[config.mk]
export PLATFORM = sky130hd
export DESIGN_NAME = lfsr_prng
export DESIGN_NICKNAME = d
export VERILOG_FILES = /design/src/rtl/lfsr_pkg.sv /design/src/rtl/lfsr_step_n.sv /design/src/rtl/lfsr_prng.sv
export SDC_FILE = /design/constraint.sdc
export NUM_CORES = 1
export LEC_CHECK = 0
export CAP_MARGIN = 20
export CORE_ASPECT_RATIO = 0.5
export CORE_MARGIN = 2
export CORE_UTILIZATION = 49
export DETAILED_ROUTE_END_ITERATION = 12
export PLACE_DENSITY = 0.95
export SLEW_MARGIN = 20
export SYNTH_ARGS = -nofsm -noshare
export SYNTH_HDL_FRONTEND = slang
export SYNTH_SLANG_ARGS = --single-unit
[constraint.sdc]
create_clock -name clk -period 3.15 [get_ports clk]
set_clock_uncertainty 0.05 [all_clocks]
set_input_delay 0.63 -clock clk [delete_from_list [all_inputs] [get_ports clk]]
set_output_delay 0.63 -clock clk [all_outputs]
set_load 0.05 [all_outputs]
[src/rtl/lfsr_pkg.sv]
// Shared types and helpers for the LFSR pseudo-random generator.
// It provides the FSM encoding, the default tap masks and a single Fibonacci step.
package lfsr_pkg;

  typedef enum logic {
    ST_WARMUP,
    ST_RUN
  } fsm_e;

  // The widest LFSR the generic step helper supports.
  localparam int unsigned LFSR_MAX_W = 64;

  localparam logic [7:0]  TAPS_W8  = 8'hB8;
  localparam logic [15:0] TAPS_W16 = 16'hD008;
  localparam logic [31:0] TAPS_W32 = 32'h8020_0003;

  // One Fibonacci step on the low `width` bits: shift left, XOR of tapped bits enters at bit 0.
  function automatic logic [LFSR_MAX_W-1:0] lfsr_step(
    input logic [LFSR_MAX_W-1:0] state,
    input logic [LFSR_MAX_W-1:0] taps,
    input int unsigned           width
  );
    logic [LFSR_MAX_W-1:0] mask;
    logic                  fb;
    mask = (width >= LFSR_MAX_W) ? '1 : ((LFSR_MAX_W'(1) << width) - LFSR_MAX_W'(1));
    fb   = ^(state & taps & mask);
    return ((state << 1) | LFSR_MAX_W'(fb)) & mask;
  endfunction

endpackage

[src/rtl/lfsr_step_n.sv]
// Combinational unroll of STEPS chained LFSR steps.
// Each stage feeds the next, so the output is the state STEPS shifts ahead.
module lfsr_step_n
  import lfsr_pkg::*;
#(
  parameter int unsigned      WIDTH = 32,
  parameter logic [WIDTH-1:0] TAPS  = WIDTH'(TAPS_W32),
  parameter int unsigned      STEPS = 1
) (
  input  logic [WIDTH-1:0] state_i,
  output logic [WIDTH-1:0] state_o
);

  logic [WIDTH-1:0] chain [STEPS+1];

  assign chain[0] = state_i;

  for (genvar i = 0; i < STEPS; i++) begin : g_step
    assign chain[i+1] = WIDTH'(lfsr_step(LFSR_MAX_W'(chain[i]), LFSR_MAX_W'(TAPS), WIDTH));
  end

  assign state_o = chain[STEPS];

endmodule

[src/rtl/lfsr_prng.sv]
// Parametrised Fibonacci LFSR with seed loading, warm-up, zero-state recovery
// and a valid/ready draw interface. WIDTH may range from 4 to 64.
module lfsr_prng
  import lfsr_pkg::*;
#(
  parameter int unsigned      WIDTH          = 32,
  parameter logic [WIDTH-1:0] TAPS           = WIDTH'(TAPS_W32),
  parameter logic [WIDTH-1:0] SEED           = WIDTH'(32'h0000_0001),
  parameter int unsigned      WARMUP_CYCLES  = 2,
  parameter int unsigned      STEPS_PER_DRAW = 1,
  parameter bit               FREE_RUN       = 1'b0
) (
  input  logic             clk,
  input  logic             reset_n,
  input  logic             seed_load,
  input  logic [WIDTH-1:0] seed_in,
  input  logic             draw_ready,
  output logic             rnd_valid,
  output logic [WIDTH-1:0] rnd_data,
  output logic             busy,
  output logic             lockup
);

  localparam int unsigned      CNT_W     = (WARMUP_CYCLES < 2) ? 1 : $clog2(WARMUP_CYCLES + 1);
  localparam logic [CNT_W-1:0] WARM_INIT = CNT_W'(WARMUP_CYCLES);
  localparam fsm_e             FSM_INIT  = (WARMUP_CYCLES == 0) ? ST_RUN : ST_WARMUP;

  fsm_e             fsm_q, fsm_d;
  logic [CNT_W-1:0] warm_cnt_q, warm_cnt_d;
  logic [WIDTH-1:0] state_q, state_d;
  logic             lockup_q, lockup_d;
  logic [WIDTH-1:0] step_one, step_draw;
  logic             fire;

  lfsr_step_n #(.WIDTH(WIDTH), .TAPS(TAPS), .STEPS(1)) u_step_warm (
    .state_i (state_q),
    .state_o (step_one)
  );

  lfsr_step_n #(.WIDTH(WIDTH), .TAPS(TAPS), .STEPS(STEPS_PER_DRAW)) u_step_draw (
    .state_i (state_q),
    .state_o (step_draw)
  );

  // NOTE: sequential state uses non-blocking assignments so every flop samples pre-edge values.
  always_ff @(posedge clk) begin
    if (!reset_n) begin
      fsm_q      <= FSM_INIT;
      warm_cnt_q <= WARM_INIT;
      state_q    <= SEED;
      lockup_q   <= 1'b0;
    end else begin
      fsm_q      <= fsm_d;
      warm_cnt_q <= warm_cnt_d;
      state_q    <= state_d;
      lockup_q   <= lockup_d;
    end
  end

  // NOTE: every signal gets a default first so no path through the block infers a latch.
  always_comb begin
    fsm_d      = fsm_q;
    warm_cnt_d = warm_cnt_q;
    state_d    = state_q;
    fire       = rnd_valid & draw_ready;

    if (seed_load) begin
      state_d    = (seed_in == '0) ? SEED : seed_in;
      warm_cnt_d = WARM_INIT;
      fsm_d      = FSM_INIT;
    end else if (state_q == '0) begin
      state_d = SEED;
    end else begin
      unique case (fsm_q)
        ST_WARMUP: begin
          state_d    = step_one;
          warm_cnt_d = warm_cnt_q - CNT_W'(1);
          if (warm_cnt_q == CNT_W'(1)) fsm_d = ST_RUN;
        end
        ST_RUN: begin
          if (fire || FREE_RUN) state_d = step_draw;
        end
        default: fsm_d = FSM_INIT;
      endcase
    end

    // Registered so the pulse lines up with the cycle that shows the all-zero state.
    lockup_d = (state_d == '0);
  end

  always_comb begin
    rnd_valid = (fsm_q == ST_RUN);
    busy      = (fsm_q == ST_WARMUP);
  end

  assign rnd_data = state_q;
  assign lockup   = lockup_q;

endmodule

Word-level counts from Yosys, hierarchy flattened
Cells that the tools add are included.
{ "word_totals": {"mem_bits_rw": 0, "latch_bits": 0, "ff_bits": 36, "rom_bits": 0, "memories": 0, "wordCells": 24} }
{ "classes": {"multipliers": 0, "order_cmp": 0, "reduce_logical": 6, "n_div": 0, "shift": 0, "bitwise_logic": 5, "eq_ne": 1, "n_mux": 7, "n_addsub": 1} }
{ "ops": {"columns": ["operator", "count"], "rows": [
  ["$mux 32", 4],
  ["$logic_not 32->1", 3],
  ["$pmux 32 s2", 1],
  ["$reduce_xor 64->1", 1],
  ["$or 32x1->32", 1],
  ["$not 1->1", 3],
  ["$eq 2x1->1 const B", 1],
  ["$mux 1", 2],
  ["$reduce_and 2->1", 1],
  ["$reduce_or 2->1", 1],
  ["$sub 2x1->2 const B", 1],
  ["$and 1x1->1", 1]
]} }

Depth between registers and ports, before layout
Gate-level depths: netlist (run 1).
{ "logic_depth": {"ltp_word": 7, "ltp_mapped": 7} }

Hierarchy
Synthesis (run 1) repeated with hierarchy kept, for this count alone.
{ "hier_totals": {"cells_unflattened": 351, "hier_area_um2": 2919.0} }
{ "by_module_without_submodules": {"columns": ["mod", "cells_each", "n_inst", "area_each_um2"], "rows": [
  ["lfsr_prng", 283, 1, 2401.1],
  ["lfsr_step_n", 34, 2, 259.0]
]} }

Least setup slack after synthesis (run 1)
Ideal clock, no wire load.
{ "synth_timing": {"path_kind": "register to register", "from": "register fsm_q, in the netlist rnd_valid", "to": "register lockup_q, in the netlist lockup", "path_slack_ns": 0.966, "period_less_slack_ns": 2.184, "path_stages_with_launch": 7, "path_buffers": 1, "arrival_ns": 2.035, "setup_ns": 0.100, "cell_sequence": "dfxtp_1 -> nor2b_4 -> buf_6 -> mux2i_1 -> o21ai_1 -> or4_4 -> a2111oi_4"} }
{ "synth_between": {"elab_chain_cells": 6} }
{ "synth_lines": {"columns": ["item", "line_no", "text"], "rows": [
  ["start, declared", "lfsr_prng.sv:28", "fsm_e fsm_q, fsm_d;"],
  ["start signal, assigned", "lfsr_prng.sv:53", "fsm_q <= fsm_d;"],
  ["$and 1x1->1", "lfsr_prng.sv:65", "fire = rnd_valid & draw_ready;"],
  ["$mux 32", "lfsr_prng.sv:81", "if (fire || FREE_RUN) state_d = step_draw;"],
  ["$pmux 32 s2 (*)", "lfsr_prng.sv:74", "unique case (fsm_q)"],
  ["$mux 32 (*)", "lfsr_prng.sv:71", "end else if (state_q == '0) begin"],
  ["$mux 32 (*)", "lfsr_prng.sv:67", "if (seed_load) begin"],
  ["$logic_not 32->1 (*)", "lfsr_prng.sv:88", "lockup_d = (state_d == '0);"],
  ["end signal, assigned", "lfsr_prng.sv:56", "lockup_q <= lockup_d;"],
  ["end, declared", "lfsr_prng.sv:31", "logic lockup_q, lockup_d;"]
]} }
Every way passes the cells marked *; elsewhere a longest branch is shown, timed or not.
A chain may end at the register's enable or synchronous reset.

Worst setup path after layout (run 1)
{ "layout_timing": {"from": "input seed_in[23]", "to": "register state_q[14], in the netlist rnd_data[14]"} }
{ "layout_between": {"elab_chain_cells": 3} }
{ "layout_lines": {"columns": ["item", "line_no", "text"], "rows": [
  ["start, declared", "lfsr_prng.sv:16", "input logic [WIDTH-1:0] seed_in,"],
  ["$logic_not 32->1", "lfsr_prng.sv:68", "state_d = (seed_in == '0) ? SEED : seed_in;"],
  ["$mux 32", "lfsr_prng.sv:68", null],
  ["$mux 32", "lfsr_prng.sv:67", null],
  ["end signal, assigned", "lfsr_prng.sv:55", "state_q <= state_d;"],
  ["end, declared", "lfsr_prng.sv:30", "logic [WIDTH-1:0] state_q, state_d;"]
]} }
Every way passes these cells.

==> impl_results.md, run 1 <==
- Outcome: finished, final reports clean
- I/O pins: 71
- Mapped Cells: 244
- Number of flops mapped to enable cells by yosys: 0
- Global-route wire length before repair: 10800 um
- Syn nets: 282
- Row count: 16
- Worst Tran Pin Value: 0.525 ns
- DRC: 0
- # clock sinks: 36
- Sw power: 423 uW
- Min-delay worst type: reg -> reg
- Post-CTS Setup Bufs: 0
- Die area: 4780 um^2
- Post-synthesis sequential area ratio: 34.9%
- Worst EP required: 3.30 ns
- Detailed-route via count: 2308
- # Max-Cap Violations: 0
- Post-layout util: 73.5%
- Synthesized flop and latch total: 36
- Most frequent cells in the layout: clkdlybuf4s50_1, dfxtp_1, nor2_1
- Final wirelength: 6940 um
- Total Power: 1280 uW
- Initial Util: 52.1%
- Die X: 95.8 um
- CTS tree: done
- Buffers added on ports: 70
- Final RePlAce weighted congestion: 1.02
- CTS Buf Count: 5
- DRT iter0 DRCs: 238
- VDD IR max: 0.285 mV
- Vias in the first global route: 2098
- Async SR Flop Fraction: 0%
- Layout overhead on the synthesized area: 41.0%
- Setup WS pre-CTS: 0.480 ns
- Pin count of the biggest net entering global routing: 24
- Hold Vio Cnt, Final: 0
- Most common cell after layout, fill and taps aside: clkdlybuf4s50_1
- Detail Placement HPWL: 5000 um
- Clk slew on worst S/H paths: 0.08 ns
- Diode count: 0
- CTS Root Cell: clkbuf_8
- Power per cell area: 441 nW/um^2
- Period utilization: 78.7%
- Reg2reg path depth: 6
- DR pass1 iterations: 6
- Worst reg2reg setup slack: 0.84 ns
- Total Routing Usage GR: 30.1%
- Gates resized, CTS repair: 0
- F_max: 0.404 GHz
- Crit path DAT: 2.63 ns
- Via/cell ratio: 6.24
- Setup crit end kind: flip-flop
- Setup TNS: 0 ns
- Synthesized area per cell: 8.46 um^2
- Max stage delay on crit path: 0.44 ns
- Core Region: 3960 um^2
- Chip Height: 49.9 um
- Slew HR: 64.9%
- Sw Ratio: 32.9%
- Clock Path Buffers: 2
- Setup ws final: 0.672 ns
- Routed WL per cell: 18.7 um
- Crit-path slowest cell: nor4_1
- Netlist cell types: 42
- Skew-Pair Late Insertion Delay: 0.31 ns
- Antenna Nets Post-Route: 0
- H-tree level count: 2
- Slew Viols, Final: 0
- Critical path peak fanout: 15
- Share of cells above drive strength 1: 7.91%
- Clk pwr share: 32.9%
- Hold_buf cts: 0
- Comb pwr share: 26.8%
- Nets: 353
- Setup Crit Path Kind: in -> reg
- Internal power: 861 uW
- WHS: 0.457 ns
- Start of the worst register-to-register path: rnd_data[14]
- Initial antenna violation count: 0
- Unrepaired setup endpoints after global routing: false
- Worst R2R End: rnd_data[14]
- CP Launch Type: input pin
- Global route overflow: 0
- Post-route minimum period: 2.48 ns
- Reg power frac: 40.3%
- Static leakage: 0.00107 uW
- Crit. Startpoint: seed_in[23]
- Setup violations, final: 0
- Crit-path cells: clkdlybuf4s50_1 -> nor4_1 -> nand4_1 -> o31ai_4 -> buf_4 -> o32a_1 -> nor2_1
- Total number of yosys warnings: 0
- Post-synth top flop: dfxtp_1
- Capture point of the worst path: rnd_data[14]
- Mapped Area: 2060 um^2
-- power groups by stage --
stage	clock (uW)	combinational (uW)	sequential (uW)
6_report	422	344	517
5_1_grt	431	362	520
4_1_cts	414	341	516
3_5_place_dp	0	337	526
3_3_place_gp	0	329	525
2_1_floorplan	0	117	606
-- worst min path at each step --
stage / depth (start not counted) / startpoint / to / slack [ns]
2_1_floorplan: 2 / warm_cnt_q[0] / warm_cnt_q[0] / 0.41
3_3_place_gp: 2 / warm_cnt_q[0] / warm_cnt_q[0] / 0.42
3_5_place_dp: 2 / warm_cnt_q[0] / warm_cnt_q[0] / 0.45
4_1_cts: 2 / warm_cnt_q[0] / warm_cnt_q[0] / 0.46
5_1_grt: 2 / warm_cnt_q[0] / warm_cnt_q[0] / 0.50
6_report: 2 / warm_cnt_q[0] / warm_cnt_q[0] / 0.46
-- layout make-up --
type                            instances  area [um^2]
Inverter                               22         82.6
Clock buffer                            6         72.6
Multi-Input combinational cell        171         1160
Tap cell                               54         67.6
Timing Repair Buffer                   79          768
Sequential cell                        36          721
Fill cell                             257         1050
Clock inverter                          2         35.0
-- stage by stage --
stage,cells,cell area [um^2]
after global routing,370,2910
final,370,2910
after global placement,362,2800
after CTS,370,2910
after detailed placement,362,2800
after floorplan,244,2060
-- Yosys cell counts, types with 2 or more instances --
library cell / count / area, um^2
inv_1: 20 / 75.1
nor4_1: 11 / 68.8
buf_6: 3 / 33.8
dfxtp_1: 36 / 721
o32a_1: 16 / 160
nor2_1: 34 / 128
or3_1: 6 / 37.5
buf_2: 2 / 10.0
nor3_1: 3 / 15.0
a31oi_1: 2 / 12.5
clkinv_1: 2 / 7.51
nand4_1: 3 / 18.8
a311oi_1: 5 / 43.8
a21oi_1: 6 / 30.0
ha_1: 2 / 25.0
clkbuf_1: 6 / 22.5
o21ai_0: 8 / 40.0
nand2b_1: 2 / 12.5
nand3_1: 2 / 10.0
and2_1: 4 / 25.0
mux2_2: 2 / 22.5
nand2_1: 26 / 97.6
buf_4: 4 / 30.0
mux2i_1: 21 / 210
-- kinds of logic after synthesis --
kind of cell | share of synthesized area (%)
compound gates | 18.7
xor+xnor | 0.849
fa+ha+maj | 1.21
buf+inv | 8.67
flops | 34.9
mux | 12.0
simple gates | 23.6
-- worst max-delay path, delay by kind of cell --
family	cells	cell delay [ns]
buffers and inverters	2	0.68
AO/OA/AOI/OAI	2	0.53
AND/OR/NAND/NOR	3	0.77
-- flip-flops by register name, summed over array words and instances, names as in the netlist --
register,flops
rnd_valid,1
warm_cnt_q,2
lockup,1
rnd_data,32
-- per-layer routing --
metal | track usage (%) | up-vias | routed length (um)
met5 | 0 | - | 0
met4 | 11.0 | 0 | 190
met3 | 7.03 | 26 | 645
met2 | 47.2 | 162 | 3260
met1 | 40.4 | 1101 | 2840
li1 | - | 1019 | -
Power figures use the tool's default switching activity.
==> run 2, diff against run 1 <==
--- a/config.mk
+++ b/config.mk
@@ -8,9 +8,9 @@
 export CAP_MARGIN = 20
 export CORE_ASPECT_RATIO = 0.5
 export CORE_MARGIN = 2
-export CORE_UTILIZATION = 49
+export CORE_UTILIZATION = 41
 export DETAILED_ROUTE_END_ITERATION = 12
-export PLACE_DENSITY = 0.95
+export PLACE_DENSITY = 0.88
 export SLEW_MARGIN = 20
 export SYNTH_ARGS = -nofsm -noshare
 export SYNTH_HDL_FRONTEND = slang
==> constraint.sdc (replaced) <==
create_clock -name clk -period 2.09 [get_ports clk]
set_clock_uncertainty 0.05 [all_clocks]
set_input_delay 0.418 -clock clk [delete_from_list [all_inputs] [get_ports clk]]
set_output_delay 0.418 -clock clk [all_outputs]
set_load 0.05 [all_outputs]
==> run 2 against run 1 <==
Against the previous run: the flow now finishes with violations (negative setup slack); critical path depth up 1; die area up 18%; register-to-register slack worse by 0.86 ns; global-route usage down 4.2 points; via count up 7.9%; combinational power up 69%.
==> impl_results.md, run 2 (synthesized netlist as in run 1, its figures left out) <==
- Static leakage: 0.00133 uW (+23%)
- Period utilization: 101%
- Global-route wire length before repair: 11300 um (+4.8%)
- Setup violations, final: 13 (+13)
- Total Power: 1880 uW (+46%)
- CP Launch Type: input pin
- CTS Buf Count: 5 (unchanged)
- Min-delay worst type: reg -> reg
- Slew Viols, Final: 0 (unchanged)
- Antenna Nets Post-Route: 0 (unchanged)
- Die X: 104 um (+8.9%)
- Setup TNS: -0.194 ns (-0.194 ns)
- Layout overhead on the synthesized area: 57.9%
- Comb pwr share: 31.0% (+4.2 points)
- Nets: 388 (+9.9%)
- Internal power: 1250 uW (+45%)
- Hold Vio Cnt, Final: 0 (unchanged)
- Setup crit end kind: flip-flop
- Final wirelength: 8040 um (+16%)
- Critical path peak fanout: 6 (-9)
- Worst Tran Pin Value: 0.529 ns (+0.00375 ns)
- VDD IR max: 0.308 mV (+7.9%)
- Total Routing Usage GR: 25.9% (-4.2 points)
- Buffers added on ports: 70 (unchanged)
- WHS: 0.472 ns (+0.0145 ns)
- Via/cell ratio: 5.91 (-5.2%)
- # clock sinks: 36 (unchanged)
- Diode count: 0 (unchanged)
- Setup ws final: -0.0274 ns (-0.699 ns)
- Crit path DAT: 2.25 ns (-0.38 ns)
- Vias in the first global route: 2294 (+9.3%)
- Post-layout util: 66.7% (-6.7 points)
- Initial antenna violation count: 0 (unchanged)
- Post-route minimum period: 2.12 ns
- Setup Crit Path Kind: in -> reg
- Global route overflow: 0 (unchanged)
- Routed WL per cell: 19.1 um (+1.9%)
- Violated checks: negative setup slack
- I/O pins: 71 (unchanged)
- Detailed-route via count: 2490 (+7.9%)
- Share of cells above drive strength 1: 18.8% (+11 points)
- Largest register FFs: 32 (unchanged)
- Final RePlAce weighted congestion: 0.886 (-13%)
- Worst EP required: 2.22 ns (-1.08 ns)
- Detail Placement HPWL: 5490 um (+9.8%)
- Core Region: 4890 um^2 (+23%)
- F_max: 0.472 GHz
- # Max-Cap Violations: 0 (unchanged)
- Sw Ratio: 33.6% (+0.71 points)
- Clock Path Buffers: 2 (unchanged)
- Chip Height: 54.2 um (+8.6%)
- Sw power: 632 uW (+50%)
- Crit. Startpoint: seed_in[2]
- Most common cell after layout, fill and taps aside: clkdlybuf4s50_1
- Start of the worst register-to-register path: rnd_valid
- Row count: 18 (+2)
- Die area: 5650 um^2 (+18%)
- Pin count of the biggest net entering global routing: 17 (-29%)
- Outcome: finished, violations left
- Hold_buf cts: 0 (unchanged)
- Slew HR: 64.4% (-0.47 points)
- DRC: 0 (unchanged)
- Min-Delay Startpoint: rnd_data[12]
- H-tree level count: 2 (unchanged)
- Clk pwr share: 27.4% (-5.5 points)
- DP Cell Count: 405 (+12%)
- Reg power frac: 41.7% (+1.4 points)
- Post-Layout Cell Count: 421 (+14%)
- CTS tree: done
- Most frequent cells in the layout: clkdlybuf4s50_1, buf_4, dfxtp_1
- DR pass1 iterations: 5 (-1)
- DRT iter0 DRCs: 241 (+1.3%)
- Layout filler cell count: 338 (+32%)
- Initial Util: 42.2% (-9.8 points)
- Clk slew on worst S/H paths: 0.07 ns (about the same)
- CTS Root Cell: clkbuf_8
- Skew-Pair Late Insertion Delay: 0.29 ns (-0.02 ns)
- Power per cell area: 576 nW/um^2 (+31%)
==> run 2: cell count changes in the layout (fill, tap and decap cells not counted), moves of 3 or more <==
cell,before,now
nor4_1,11,8
buf_4,9,40
nor4_2,1,4
clkdlybuf4s50_1,70,61
dlymetal6s2s_1,0,7
==> run 2: final timing paths <==
kind                       end  slack (ns)  cells after the start
hold / removal    rnd_data[12]        0.47                      2
setup / recovery  rnd_data[28]       -0.03                      8
hold reg to reg   rnd_data[12]        0.47                      2
setup reg to reg        lockup       -0.02                      5
==> run 2: repair_timing <==
| action | 4_1_cts | 5_1_grt |
|---|---|---|
| buffers inserted | 1 | 6 |
| resized for setup | 5 | 15 |
| cloned | 1 | 1 |
| pin swaps | 1 | 6 |
| setup endpoints to repair | 17 | 18 |
==> run 2: layer usage <==
layer | part of all wire (%) | track usage [%] | routed length, um | up-vias
li1 | - | - | - | 1089
met1 | 40 | 32.6 | 3250 | 1184
met2 | 47 | 45.6 | 3790 | 175
met3 | 9.3 | 5.93 | 749 | 42
met4 | 3.1 | 7.66 | 250 | 0
met5 | 0 | 0 | 0 | -
==> run 2: worst max-delay path, cell delays in order <==
cell and delay, ns:
clkdlybuf4s50_1 0.45, nor4_1 0.33, nand4_1 0.26, o31ai_4 0.31, buf_6 0.16, clkbuf_16 0.14
o32a_1 0.14, nor2_1 0.04
==> run 2: power by group through the flow <==
stage | Sequential, uW | Clock (uW) | Combinational, uW
floorplan | 913 | 0 | 177
global placement | 792 | 0 | 533
detailed placement | 793 | 0 | 549
CTS | 778 | 509 | 555
global route | 786 | 535 | 610
finish | 783 | 515 | 582
==> run 2: area by class of cell <==
| cell class | count | area [um^2] | share of cell area [%] |
|---|---|---|---|
| Clock buffer | 8 | 90.1 | 2.76 |
| Inverter | 22 | 82.6 | 2.53 |
| Multi-Input combinational cell | 172 | 1210 | 37.0 |
| Sequential cell | 36 | 724 | 22.2 |
| Tap cell | 70 | 87.6 | 2.69 |
| Timing Repair Buffer | 113 | 1070 | 32.8 |
==> run 2: per-stage QoR <==
step	setup slack [ns]	instance area, um^2
2_1_floorplan	0.124	2070
3_3_place_gp	-0.338	3040
3_5_place_dp	-0.371	3040
4_1_cts	0.00837	3160
5_1_grt	-0.0817	3260
6_report	-0.0274	3260
